[config.mk]
export PLATFORM = sky130hd
export DESIGN_NAME = nios_pio_gpio_edge
export DESIGN_NICKNAME = d
export VERILOG_FILES = /design/src/rtl/nios_pio_gpio_edge.sv
export SDC_FILE = /design/constraint.sdc
export NUM_CORES = 1
export LEC_CHECK = 0
export CAP_MARGIN = 25
export CELL_PAD_IN_SITES_DETAIL_PLACEMENT = 1
export CELL_PAD_IN_SITES_GLOBAL_PLACEMENT = 1
export CORE_ASPECT_RATIO = 0.6
export CORE_MARGIN = 10
export CORE_UTILIZATION = 38
export DETAILED_ROUTE_END_ITERATION = 8
export HOLD_SLACK_MARGIN = 0.05
export PLACE_DENSITY = 0.89
export SLEW_MARGIN = 10
export SYNTH_ARGS = -nofsm -noshare
export SYNTH_HDL_FRONTEND = slang
export SYNTH_SLANG_ARGS = --single-unit
[constraint.sdc]
create_clock -name clk -period 4.1 [get_ports clk]
set_clock_uncertainty 0.15 [all_clocks]
set_input_delay 1.025 -clock clk [delete_from_list [all_inputs] [get_ports clk]]
set_output_delay 1.025 -clock clk [all_outputs]
set_load 0.1 [all_outputs]
[src/rtl/nios_pio_gpio_edge.sv]
// nios_pio_gpio_edge
//   Avalon-MM s1 general-purpose PIO for the Nios data master. WIDTH-bit port
//   with per-bit direction, atomic set/clear writes, synchronised inputs,
//   edge capture and a maskable, registered level interrupt. Reads have a
//   1-cycle latency.
// Ports
//   clk, reset_n      system clock, asynchronous active-low reset
//   address[2:0]      word address
//   chipselect        slave select
//   read_n, write_n   active-low read/write strobes
//   writedata[31:0]   write data (bits above WIDTH ignored)
//   readdata[31:0]    registered read data (bits above WIDTH are 0)
//   in_port[WIDTH]    asynchronous pin inputs
//   out_port[WIDTH]   data_out register
//   oe[WIDTH]         direction register (1 = drive pin)
//   irq               registered |(edge_capture & irq_mask)

// Per-bit input lane: synchroniser, previous-value flop, edge detect and the
// sticky capture bit with write-1-to-clear (a simultaneous edge wins).
module nios_pio_gpio_edge_bit #(
  parameter int SYNC_STAGES = 2,
  parameter int EDGE_TYPE   = 0
) (
  input  logic clk,
  input  logic reset_n,
  input  logic pin,
  input  logic capture_en,
  input  logic clr,
  output logic in_sync,
  output logic cap
);
  logic [SYNC_STAGES-1:0] sync;
  logic                   prev;
  logic                   edge_hit;

  assign in_sync = sync[SYNC_STAGES-1];

  always_comb begin
    edge_hit = 1'b0;
    case (EDGE_TYPE)
      0:       edge_hit =  in_sync & ~prev;
      1:       edge_hit = ~in_sync &  prev;
      default: edge_hit =  in_sync ^  prev;
    endcase
  end

  always_ff @(posedge clk or negedge reset_n) begin
    if (!reset_n) begin
      sync <= '0;
      prev <= 1'b0;
      cap  <= 1'b0;
    end else begin
      sync <= {sync[SYNC_STAGES-2:0], pin};
      prev <= in_sync;
      // Set term is OR-ed in after the clear so a colliding edge is kept.
      cap  <= (cap & ~clr) | (edge_hit & capture_en);
    end
  end
endmodule

module nios_pio_gpio_edge #(
  parameter int               WIDTH       = 8,
  parameter logic [WIDTH-1:0] RESET_OUT   = '0,
  parameter logic [WIDTH-1:0] RESET_DIR   = '0,
  parameter int               EDGE_TYPE   = 0,
  parameter int               SYNC_STAGES = 2
) (
  input  logic             clk,
  input  logic             reset_n,
  input  logic [2:0]       address,
  input  logic             chipselect,
  input  logic             read_n,
  input  logic             write_n,
  input  logic [31:0]      writedata,
  output logic [31:0]      readdata,
  input  logic [WIDTH-1:0] in_port,
  output logic [WIDTH-1:0] out_port,
  output logic [WIDTH-1:0] oe,
  output logic             irq
);
  localparam int GUARD = SYNC_STAGES + 1;
  localparam int GW    = $clog2(SYNC_STAGES + 2);

  localparam logic [2:0] A_DATA   = 3'd0;
  localparam logic [2:0] A_DIR    = 3'd1;
  localparam logic [2:0] A_MASK   = 3'd2;
  localparam logic [2:0] A_EDGE   = 3'd3;
  localparam logic [2:0] A_OUTSET = 3'd4;
  localparam logic [2:0] A_OUTCLR = 3'd5;

  logic             wr, rd;
  logic [WIDTH-1:0] wd;
  logic [WIDTH-1:0] data_out, dir, mask;
  logic [WIDTH-1:0] in_sync, edgecap, clr;
  logic [WIDTH-1:0] rsel;
  logic [GW-1:0]    guard_cnt;
  logic             guard_done;
  logic             unused_wd;

  assign wr        = chipselect & ~write_n;
  assign rd        = chipselect & ~read_n;
  assign wd        = writedata[WIDTH-1:0];
  assign unused_wd = ^writedata;
  assign out_port  = data_out;
  assign oe        = dir;
  assign clr       = (wr && address == A_EDGE) ? wd : '0;

  // Startup guard: the sync chain resets to 0, so pins already high would
  // look like rising edges until the chain and prev have filled.
  assign guard_done = (guard_cnt == GW'(GUARD));

  always_ff @(posedge clk or negedge reset_n) begin
    if (!reset_n)        guard_cnt <= '0;
    else if (!guard_done) guard_cnt <= guard_cnt + 1'b1;
  end

  for (genvar i = 0; i < WIDTH; i++) begin : g_bit
    nios_pio_gpio_edge_bit #(
      .SYNC_STAGES (SYNC_STAGES),
      .EDGE_TYPE   (EDGE_TYPE)
    ) u_bit (
      .clk        (clk),
      .reset_n    (reset_n),
      .pin        (in_port[i]),
      .capture_en (guard_done),
      .clr        (clr[i]),
      .in_sync    (in_sync[i]),
      .cap        (edgecap[i])
    );
  end

  // Read mux uses current (pre-write) register values.
  always_comb begin
    rsel = '0;
    case (address)
      A_DATA:  rsel = (dir & data_out) | (~dir & in_sync);
      A_DIR:   rsel = dir;
      A_MASK:  rsel = mask;
      A_EDGE:  rsel = edgecap;
      default: rsel = '0;
    endcase
  end

  always_ff @(posedge clk or negedge reset_n) begin
    if (!reset_n) begin
      data_out <= RESET_OUT;
      dir      <= RESET_DIR;
      mask     <= '0;
      readdata <= '0;
      irq      <= 1'b0;
    end else begin
      if (rd) readdata <= 32'(rsel);
      if (wr) begin
        case (address)
          A_DATA:   data_out <= wd;
          A_DIR:    dir      <= wd;
          A_MASK:   mask     <= wd;
          A_OUTSET: data_out <= data_out | wd;
          A_OUTCLR: data_out <= data_out & ~wd;
          default:  ;
        endcase
      end
      irq <= |(edgecap & mask);
    end
  end
endmodule
# Word level (Yosys, flattened, before mapping)
# Index checks and enable logic that the tools add are counted.
[word_totals]
reg_bits = 67
word_cells = 107
[classes]
add_sub_neg = 1
eq_ne = 6
muxes = 3
bitwise = 60
reduce_logical = 7
[op_table]
columns = ["cell", "count"]
rows = [
  ["AND 8 bit", 4],
  ["case mux 8 bit (4 select lines)", 1],
  ["AND 1 bit", 26],
  ["case mux 8 bit (3 select lines)", 1],
  ["NOT 1 bit", 18],
  ["NOT 8 bit", 2],
  ["bitwise OR 8 bit", 2],
  ["2-to-1 mux 8 bit", 1],
  ["bitwise OR 1 bit", 8],
  ["OR reduction 8 bit", 1],
  ["equality test 3 x 2 -> 1 bit (second input constant)", 2],
  ["equality test 3 bit (second input constant)", 2],
  ["AND reduction 2 bit", 3],
  ["equality test 3 x 1 -> 1 bit (second input constant)", 1],
  ["logical NOT 3 bit", 1],
  ["nonzero test 3 bit", 1],
  ["adder 2 x 1 -> 2 bit (second input constant)", 1],
  ["equality test 2 bit (second input constant)", 1],
  ["logical AND 1 bit", 1],
]

# Logic depth before layout (Yosys ltp)
[logic_depth]
depth_word = 7
mapped_depth = 5

# By module
# Synthesis repeated with hierarchy kept, for this count alone.
[unflattened]
hier_cells = 237
hier_area_um2 = 3037.9
[by_module_without_submodules]
columns = ["mod", "n_inst", "cells_per_inst", "area_per_inst_um2", "seq_area_each_um2"]
rows = [
  ["nios_pio_gpio_edge", 1, 181, 1976.9, 875.8],
  ["nios_pio_gpio_edge_bit", 8, 7, 132.6, 100.1],
]

# Least setup slack after synthesis
# OpenSTA, ideal clock, no wires.
[synth_path]
kind = "input port to flip-flop"
from = "input port write_n"
to = "register dir[0] (netlist: oe[0])"
setup_ns = 0.126
t_arrival_ns = 2.118
required_ns = 3.824
setup_slack_ns = 1.706
path_stages = 4
path_buffers = 1
cell_sequence = "nand2b_1 > or4_1 > buf_4 > mux2_4"
[synth_between]
elab_chain_cells = 3
[synth_lines]
columns = ["element", "line_no", "rtl"]
rows = [
  ["start, declared", "73", "input logic write_n,"],
  ["NOT 1 bit", "100", "assign wr = chipselect & ~write_n;"],
  ["AND 1 bit", "100", ""],
  ["AND reduction 2 bit (no line)", "n/a", ""],
  ["end signal, assigned", "156", "A_DIR: dir <= wd;"],
  ["end, declared", "93", "logic [WIDTH-1:0] data_out, dir, mask;"],
]
# Every way passes these cells.
# A chain may end at the register's enable or synchronous reset.

# Worst setup path in the final report
[layout_path]
from = "register data_out[4] (netlist: out_port[4])"
to = "output port out_port[4]"
[layout_lines]
columns = ["element", "line_no", "rtl"]
rows = [
  ["start, declared", "93", ""],
  ["start signal, assigned", "155", "A_DATA: data_out <= wd;"],
  ["start signal, assigned", "158", "A_OUTSET: data_out <= data_out | wd;"],
  ["start signal, assigned", "159", "A_OUTCLR: data_out <= data_out & ~wd;"],
  ["end, declared", "77", "output logic [WIDTH-1:0] out_port,"],
]
# No word-level cell between the ends.

==> reports/qor.csv <==
stage,metric,value,unit
synthesis,syn avg cell area,12.74,um2
detailed_routing,via count,1942,
synthesis,#FFs+latches synth,67,
synthesis,Syn Inst Count,222,
clocking,hold_buf cts,0,
synthesis,Main synth FF type,dfrtp_1,
detailed_routing,drt pass-1 iters,4,
clocking,clk slew on worst S/H paths,0.05,ns
final_layout,area delta synth->final,27.91,%
global_routing,initial antenna violation count,0,
clocking,CTS tree,done,
clocking,root buffer cell,clkbuf_16,
power_and_ir_drop,PwrDens,610.5,nW/um2
timing,Period minus WS final,3.083,ns
timing,fin. max-slew vios,0,
synthesis,Synth area leaders,"dfrtp_1 59%, buf_4 6.6%, mux2_4 4.2%, mux2_2 3.6%, nand2_1 3.1%",
power_and_ir_drop,Peak supply drop,300.5,uV
floorplanning,die area,11410,um2
timing,Worst Max-Slew Pin Slew,1.005,ns
detailed_routing,DRC viols,0,
global_routing,vias in the first global route,2228,
synthesis,Async SR Flop Fraction,100.0,%
power_and_ir_drop,P_leak,1.580,nW
floorplanning,Top Ports,97,
detailed_routing,WL/cell,20.52,um
floorplanning,floorplan row count,24,
critical_path,slowest CP cell,clkdlybuf4s50_1,
critical_path,CP Data Required Time,2.92,ns
placement,post-detail-place hpwl,5600,um
synthesis,post-synthesis sequential area ratio,59.27,%
detailed_routing,Starting DRT DRC Count,142,
clocking,CTS Sinks,67,
critical_path,crit-path cells,clkdlybuf4s50_1,
final_layout,fraction of layout cells with a size suffix above 1,14.44,%
clocking,post-CTS sizing,0,
floorplanning,die height,86.84,um
min_path,Hold WC Path Type,flip-flop to flip-flop,
global_routing,grt total ovfl,0,
critical_path,Bufs and invs on worst path,1,
critical_path,Critical Path Source Type,flip-flop,
synthesis,number of synthesized flops with an enable pin,0,
detailed_routing,WL final,7962,um
synthesis,Netlist Area Pre-Place,2829,um2
placement,# port buffers,48,
final_layout,ant diodes,0,
synthesis,most common cell in the synthesized netlist,dfrtp_1,
clocking,CTS buffer count,9,
final_layout,register area,1677,um2
floorplanning,die width,131.4,um
timing,"Hold Vio Cnt, Final",0,
detailed_routing,vias per cell,5.005,
clocking,Post-CTS Setup Bufs,0,
clocking,Worst-Skew Late Latency,0.33,ns
global_routing,global-route usage over all layers,14.25,%
timing,Final setup viols,0,
timing,slew margin rel.,32.79,%
final_layout,Finished Layout Cells,388,
timing,setup TNS,0,ns
timing,period utilisation layout,75.18,%
clocking,H-tree depth,3,
final_layout,fillers,769,
timing,unrepaired setup endpoints after global routing,no,
placement,Inst Count DP,373,
final_layout,nets@finish,329,
placement,GPL Wtd Cong,0.8025,
synthesis,Yosys cell types,31,
synthesis,most instantiated cells after synthesis,"67 x dfrtp_1, 25 x buf_4, 23 x nand2_1",
final_layout,multi-input logic area,1011,um2
critical_path,Critical Path Max Stage Delay,1.16,ns
floorplanning,CORE AREA,7237,um2
timing,Max Freq,0.3244,GHz
synthesis,Yosys warnings,0,
global_routing,global-route wire length before repair,12630,um
critical_path,worst path arrival time,1.91,ns
detailed_routing,remaining antenna violation count,0,
clocking,deepest clock path buffer count,2,
global_routing,pin count of the biggest net entering global routing,51,
flow_run,Max Cap Viol,0,
critical_path,crit end category,primary output,
critical_path,Crit Path Max Fanout,3,
critical_path,Crit Path Category,flip-flop to primary output,
run_status,status,finished clean,
synthesis,area share of the largest cell type after synthesis,59.27,%
critical_path,Crit path max-delay family,buffers and inverters,
synthesis,Yosys top cell by area,dfrtp_1,
floorplanning,Starting Density,39.09,%
-- layout by cell type, fill, tap and decap left out --
cell / n
a22o_1: 9
a32o_1: 8
inv_1: 3
mux2i_1: 8
nand2_1: 23
a21oi_1: 6
clkbuf_1: 2
nand4_1: 1
buf_4: 6
or4_1: 1
a211oi_1: 1
inv_2: 2
dfrtp_1: 67
xnor2_1: 1
o2bb2ai_1: 7
nor2_1: 1
clkdlybuf4s50_1: 47
nor3b_1: 5
mux2_2: 9
nor4_2: 1
ha_1: 1
o21ai_0: 15
conb_1: 24
a22oi_1: 4
nor4_4: 1
clkbuf_16: 9
o311ai_0: 2
clkinv_2: 3
nor4b_1: 1
buf_2: 1
nor2b_1: 1
clkbuf_8: 1
mux2_4: 8
nand2b_1: 2
nor3_1: 3
-- per-layer routing --
metal | global-route usage (%) | up-vias | wire length (um)
met3 | 5.370 | 10 | 412
li1 | - | 872 | -
met2 | 23.13 | 58 | 3770
met1 | 17.44 | 1002 | 3693
met5 | 0 | - | 0
met4 | 4.322 | 0 | 86
-- final cells by class --
type / instances / share of cell area (%)
clock buffers: 12 / 6.812
clock inverters: 3 / 0.4149
inverters: 5 / 0.5187
multi-input cells: 143 / 27.94
flip-flops and latches: 67 / 46.33
well taps: 104 / 3.596
repair buffers: 54 / 14.38
-- worst reg2reg max path, cell delays in order (launching register included) --
cell and delay [ns]:
dfrtp_1 0.38, ha_1 0.50, mux2_2 0.39
-- kinds of logic (layout without fill, tap and decap cells) --
| logic type | after synthesis | count (layout) | share of synthesized area (%) |
|---|---|---|---|
| AOI/OAI and AO/OA | 52 | 52 | 13.45 |
| other | 1 | 24 | 0.1326 |
| DFF | 67 | 67 | 59.27 |
| adders and majority gates | 1 | 1 | 0.4422 |
| xor gates and xnor gates | 1 | 1 | 0.3097 |
| and+or+nand+nor | 40 | 40 | 7.696 |
| buffers and inverters | 35 | 74 | 8.050 |
| muxes | 25 | 25 | 10.66 |
-- registers in the layout, indices dropped and copies added, names as in the netlist --
register	flops
readdata	8
oe	8
irq	1
g_bit.u_bit.sync	16
guard_cnt	2
mask	8
g_bit.u_bit.cap	8
out_port	8
g_bit.u_bit.prev	8
-- final timing paths --
path | slack, ns | depth (start not counted) | endpoint | from
max | 1.02 | 1 | out_port[4] | out_port[4]
min | 0.19 | 0 | g_bit[7].u_bit.sync[1] | g_bit[7].u_bit.sync[0]
max reg2reg | 2.57 | 2 | guard_cnt[1] | guard_cnt[0]
min reg2reg | 0.19 | 0 | g_bit[7].u_bit.sync[1] | g_bit[7].u_bit.sync[0]
max in group asynchronous | 2.36 | 2 | g_bit[0].u_bit.cap | reset_n
min in group asynchronous | 0.46 | 1 | oe[1] | reset_n
-- power breakdown --
group,switching [mW],internal (mW),total [mW]
Combinational,0.535,0.179,0.713
Sequential,0.0638,0.740,0.803
Clock,0.273,0.419,0.692
Total,0.872,1.34,2.21
-- metrics by stage --
step                area [um2]  hold WS [ns]  power [mW]  utilization (%)  worst slack [ns]
finish                    3618        0.1933       2.209            50.00             1.017
global route              3618        0.2031       2.292            50.00            0.9538
CTS                       3618        0.1971       2.227            50.00            0.9949
detailed placement        3357        0.1863       1.530            46.39            0.8377
global placement          3357        0.1835       1.508            46.39            0.8609
floorplan                 2915        0.1812       1.355                -             1.706
(Power assumes the default switching activity.)
